File: src/rtl/periph_reg_arbiter_if.sv
// Register-bus types and the bundle of initiator/target request-response signals
// that the peripheral arbiter sits between.
package reg_pkg;
  typedef struct packed {
    logic        valid;
    logic        write;
    logic [31:0] addr;
    logic [31:0] wdata;
    logic [3:0]  wstrb;
  } reg_req_t;

  typedef struct packed {
    logic        ready;
    logic        error;
    logic [31:0] rdata;
  } reg_rsp_t;
endpackage

interface periph_reg_arbiter_if #(
  parameter int unsigned NumPorts = 2,
  parameter type         req_t    = reg_pkg::reg_req_t,
  parameter type         rsp_t    = reg_pkg::reg_rsp_t
);
  req_t [NumPorts-1:0] in_req;
  rsp_t [NumPorts-1:0] in_rsp;
  req_t                out_req;
  rsp_t                out_rsp;

  // slave is the arbiter's view; master is the initiators-plus-target side.
  modport slave  (input  in_req, out_rsp, output in_rsp, out_req);
  modport master (output in_req, out_rsp, input  in_rsp, out_req);
endinterface

File: src/rtl/periph_reg_arbiter.sv
// Round-robin arbiter sharing one register-bus target between NumPorts initiators,
// with the grant locked per transaction and a watchdog that aborts hung accesses.
module periph_reg_arbiter #(
  parameter int unsigned  NumPorts      = 2,
  parameter int unsigned  TimeoutCycles = 256,
  parameter type          req_t         = reg_pkg::reg_req_t,
  parameter type          rsp_t         = reg_pkg::reg_rsp_t,
  localparam int unsigned IdxW          = (NumPorts > 1) ? $clog2(NumPorts) : 1
) (
  input  logic                       clk_i,
  input  logic                       rst_i,
  periph_reg_arbiter_if.slave        bus,
  output logic                       busy_o,
  output logic [IdxW-1:0]            grant_idx_o,
  output logic                       timeout_o
);
  localparam int unsigned CntW = (TimeoutCycles > 0) ? $clog2(TimeoutCycles + 1) : 1;
  localparam logic [CntW-1:0] CntLast = CntW'((TimeoutCycles > 0) ? TimeoutCycles - 1 : 0);
  localparam logic [CntW-1:0] CntMax  = '1;

  typedef enum logic {IDLE, BUSY} state_e;
  typedef logic [IdxW-1:0] idx_t;

  state_e            state_q, state_d;
  idx_t              rr_ptr_q, rr_ptr_d;
  idx_t              grant_q, grant_d;
  logic [CntW-1:0]   cnt_q, cnt_d;

  idx_t              pick_idx, cand, next_ptr;
  logic              pick_vld;
  req_t              out_req;
  rsp_t [NumPorts-1:0] in_rsp;

  // Highest-priority valid port starting at rr_ptr; scanned backwards so the
  // last write is the closest candidate.
  always_comb begin
    pick_vld = 1'b0;
    pick_idx = rr_ptr_q;
    cand     = '0;
    for (int i = int'(NumPorts) - 1; i >= 0; i--) begin
      cand = idx_t'((int'(rr_ptr_q) + i) % int'(NumPorts));
      if (bus.in_req[cand].valid) begin
        pick_vld = 1'b1;
        pick_idx = cand;
      end
    end
  end

  assign next_ptr = (grant_q == idx_t'(NumPorts - 1)) ? '0 : grant_q + idx_t'(1);

  always_comb begin
    // NOTE: every output of a combinational block gets a default first so no path leaves it unassigned and infers a latch.
    state_d   = state_q;
    rr_ptr_d  = rr_ptr_q;
    grant_d   = grant_q;
    cnt_d     = cnt_q;
    out_req   = '0;
    in_rsp    = '0;
    busy_o    = 1'b0;
    timeout_o = 1'b0;
    unique case (state_q)
      IDLE: begin
        if (pick_vld) begin
          grant_d = pick_idx;
          cnt_d   = '0;
          state_d = BUSY;
        end
      end
      BUSY: begin
        busy_o  = 1'b1;
        out_req = bus.in_req[grant_q];
        if (!bus.in_req[grant_q].valid) begin
          state_d  = IDLE;
          rr_ptr_d = next_ptr;
        end else if (bus.out_rsp.ready) begin
          in_rsp[grant_q] = bus.out_rsp;
          state_d         = IDLE;
          rr_ptr_d        = next_ptr;
        end else if ((TimeoutCycles != 0) && (cnt_q == CntLast)) begin
          in_rsp[grant_q].ready = 1'b1;
          in_rsp[grant_q].error = 1'b1;
          timeout_o             = 1'b1;
          state_d               = IDLE;
          rr_ptr_d              = next_ptr;
        end else if (cnt_q != CntMax) begin
          cnt_d = cnt_q + CntW'(1);
        end
      end
      default: state_d = IDLE;
    endcase
    // A transaction caught by reset is dropped without any response.
    if (rst_i) begin
      in_rsp    = '0;
      timeout_o = 1'b0;
    end
  end

  always_ff @(posedge clk_i) begin
    // NOTE: state registers use non-blocking assignments so all flops update together at the edge.
    if (rst_i) begin
      state_q  <= IDLE;
      rr_ptr_q <= '0;
      grant_q  <= '0;
      cnt_q    <= '0;
    end else begin
      state_q  <= state_d;
      rr_ptr_q <= rr_ptr_d;
      grant_q  <= grant_d;
      cnt_q    <= cnt_d;
    end
  end

  assign bus.out_req  = out_req;
  assign bus.in_rsp   = in_rsp;
  assign grant_idx_o  = grant_q;
endmodule

File: src/flat_wrapper.sv
// flat-port wrapper written by rule: the top's interface ports become plain ports
module periph_reg_arbiter_flat 
#(
  parameter int unsigned  NumPorts      = 2,
  parameter int unsigned  TimeoutCycles = 256,
  parameter type          req_t         = reg_pkg::reg_req_t,
  parameter type          rsp_t         = reg_pkg::reg_rsp_t,
  localparam int unsigned IdxW          = (NumPorts > 1) ? $clog2(NumPorts) : 1
)
  (clk_i, rst_i, busy_o, grant_idx_o, timeout_o, bus_in_req, bus_out_rsp, bus_in_rsp, bus_out_req);
  periph_reg_arbiter_if #(.NumPorts(NumPorts), .req_t(req_t), .rsp_t(rsp_t)) bus_i ();
  input  logic clk_i;
  input  logic rst_i;
  output logic busy_o;
  output logic [IdxW-1:0] grant_idx_o;
  output logic timeout_o;
  input wire logic [$bits(bus_i.in_req)-1:0] bus_in_req;
  input wire logic [$bits(bus_i.out_rsp)-1:0] bus_out_rsp;
  output wire logic [$bits(bus_i.in_rsp)-1:0] bus_in_rsp;
  output wire logic [$bits(bus_i.out_req)-1:0] bus_out_req;
  assign bus_i.in_req = bus_in_req;
  assign bus_i.out_rsp = bus_out_rsp;
  assign bus_in_rsp = bus_i.in_rsp;
  assign bus_out_req = bus_i.out_req;
  periph_reg_arbiter #(.NumPorts(NumPorts), .TimeoutCycles(TimeoutCycles), .req_t(req_t), .rsp_t(rsp_t)) u_core (.clk_i(clk_i), .rst_i(rst_i), .bus(bus_i), .busy_o(busy_o), .grant_idx_o(grant_idx_o), .timeout_o(timeout_o));
endmodule
File: config.mk
export PLATFORM = sky130hd
export DESIGN_NAME = periph_reg_arbiter_flat
export DESIGN_NICKNAME = d
export VERILOG_FILES = /design/src/rtl/periph_reg_arbiter_if.sv /design/src/rtl/periph_reg_arbiter.sv /design/src/flat_wrapper.sv
export SDC_FILE = /design/constraint.sdc
export NUM_CORES = 1
export LEC_CHECK = 0
export CORE_AREA = 2 2 125 127
export CTS_BUF_LIST = sky130_fd_sc_hd__clkbuf_8
export DETAILED_ROUTE_END_ITERATION = 10
export DIE_AREA = 0 0 127 129
export GPL_TIMING_DRIVEN = 0
export PLACE_DENSITY = 0.52
export SLEW_MARGIN = 20
export SYNTH_ARGS = -nofsm -noshare
export SYNTH_HDL_FRONTEND = slang
export SYNTH_SLANG_ARGS = --single-unit
File: constraint.sdc
create_clock -name clk_i -period 3.41 [get_ports clk_i]
set_input_delay 0.341 -clock clk_i [delete_from_list [all_inputs] [get_ports clk_i]]
set_output_delay 0.341 -clock clk_i [all_outputs]
set_load 0.03 [all_outputs]
==> qor.csv <==
metric,value,unit
grt met2 use,0.2903,
Setup crit end kind,primary output,
Clock Skews,0.9919,ps
reg-to-reg critical path startpoint,u_core.cnt_q[3],
H-Tree Depth,1,
final setup vio count,0,
CP endpoint,bus_in_rsp[42],
ANT nets after route,0,
Power Dens Cells,172.9,nW/um2
met1 GRT Util,0.1402,
syn avg cell area,6.945,um2
Peak Freq,311.7,MHz
critical-path maximum fanout,10,
port bufs,315,
Clock transition at path regs,50,ps
CTS Sinks,12,
# IOs,317,
"most common cell after layout, fill and taps aside",clkdlybuf4s50_1,
site row count,45,
relative slew slack,0.6057,
Worst path max stage delay,690,ps
TritonCTS Buffers,3,
CP cell instances,clkdlybuf4s50_1 > and2b_1 > nand3_1 > nor2_1 > clkbuf_1 > and2_1 > clkdlybuf4s50_1,
R2R Setup Slk,1140,ps
overall routing resource usage,0.1392,
die height,129,um
layout cells sized above 1,0.03307,
Final nets,815,
root buffer cell,clkbuf_8,
initial antenna violation count,1,
area post-placement,5583,um2
HPWL after DPL,11160,um
Starting Density,0.1465,
CTS tree,yes,
Layout Cells excl Fill,823,
clock latency on the worst-skew pair,240,ps
postcts setup bufs,0,
Post-Syn Area,2195,um2
critical path class,in -> out,
hold slack,479.0,ps
core area,14980,um2
Final Routed Wirelength,12820,um
cts hold-fix bufs,0,
Final Slew Violations,0,
WP data arrival,2870,ps
async set-reset flop share out of synthesis,0,
"Seq/Total Area, Yosys",0.1095,
r2r worst-path depth,7,
global routing usage on met3,0.03701,
total grt overflow,0,
busiest grt layer,met2,
Setup TNS,0,ps
max_cap viols,0,
number of synthesized register bits,12,
vias in the first global route,3413,
largest net degree at the start of global routing,11,
most frequent cells in the layout,"315 x clkdlybuf4s50_1, 80 x nor2_1, 72 x mux2i_1, 66 x and2_1, 12 x dfxtp_1",
routability cong.,0.8092,
count of flip-flops with a built-in enable after synthesis,0,
Die Area,16380,um2
Yosys warnings,0,
CTS resizes,1,
CP Launch Point,rst_i,
"Top cell by count, worst path",clkdlybuf4s50_1,
Tightest Pin Transition,591.4,ps
antenna cell count,0,
count of cell types in the netlist,39,
reg2reg end,u_core.cnt_q[7],
die width,127,um
static leakage,0.002056,uW
via/cell ratio,4.198,
RSZ-0062 raised after global routing,false,
status,finished clean,
First DRT Iteration DRCs,94,
CP required,3070,ps
Main synth FF type,dfxtp_1,
Gate Count Post-Synth,316,
Synthesized Nets,495,
Pre-antenna DRT Iters,4,
via count,3455,
Design Power,975.4,uW
startpoint class of the critical path,input pin,
cell area after layout,5640,um2
final period utilization,0.9410,
# placed instances,819,
fin crit period,3209,ps
Max VDD drop,0.00009969,V
"Hold Vio Cnt, Final",0,
CP max-delay cell,clkdlybuf4s50_1,
area grow syn2layout,157.0,%
first-pass GRT wire length,18330,um
HP Class,in -> reg,
Wirelength per Cell,15.58,um
Clock Path Buffers,2,
Residual DRC,0,
sequential cells by signal, indices dropped and copies added (netlist names):
signal              cells
u_core.cnt_q            9
u_core.state_q          1
u_core.rr_ptr_q         1
u_core.grant_idx_o      1
synth_stat cells (all sizes together) (3+ instances only):
library cell,count,share of area
dfxtp,12,0.11
and2,66,0.19
nand3,4,0.0091
clkbuf,11,0.019
mux2i,72,0.33
a21oi,9,0.022
ha,3,0.017
and4,3,0.012
inv,6,0.010
buf,14,0.029
o21ai,6,0.014
and3,4,0.011
nor2,80,0.14
cell type report:
class	instances	area, um2
sequential	12	240.2
fill	1592	9336
tap	188	235.2
buffer	25	107.6
clock buffer	4	55.05
inverter	6	22.52
multi-input combinational	273	1827
timing repair buffer	315	3153
worst min-delay path by stage:
stage               slack, ps            start  cells after the start            endpoint
finish                    480  bus_in_req[139]                      3  u_core.grant_idx_o
global route              500  bus_in_req[139]                      3  u_core.grant_idx_o
CTS                       470  bus_in_req[139]                      3  u_core.grant_idx_o
detailed placement        490  u_core.cnt_q[7]                      1     u_core.cnt_q[7]
global placement          460  u_core.cnt_q[7]                      1     u_core.cnt_q[7]
floorplan                 410            rst_i                      1     u_core.cnt_q[7]
cell families after synthesis:
group                      after synthesis  synth area share
AOI/OAI and AO/OA                       28           0.08439
adders and majority gates                3           0.01711
and+or+nand+nor                        169            0.3974
buffers and inverters                   31           0.05815
DFF                                     12            0.1095
muxes                                   73            0.3335
where the power goes:
part           switching (uW)  internal (uW)  total (uW)
logic                     314            359         672
registers                3.08            144         147
clock network            54.3            102         156
critical path, delay by kind of cell:
kind	cells	cell delay [ps]
AND/OR/NAND/NOR	4	1030
buffers and inverters	3	1510
layer usage:
layer,vias to the layer above,share of wire
met3,8,0.095
li1,1707,-
met5,-,0.0010
met4,2,0.0058
met2,204,0.56
met1,1534,0.34
stage by stage:
step / worst slack [ps] / utilization
2_1_floorplan: 1139 / -
4_1_cts: 141.8 / 0.3765
6_report: 201.3 / 0.3766
3_3_place_gp: 106.3 / 0.3728
3_5_place_dp: 111.6 / 0.3728
5_1_grt: 20.85 / 0.3766
Power figures use the tool's default switching activity.
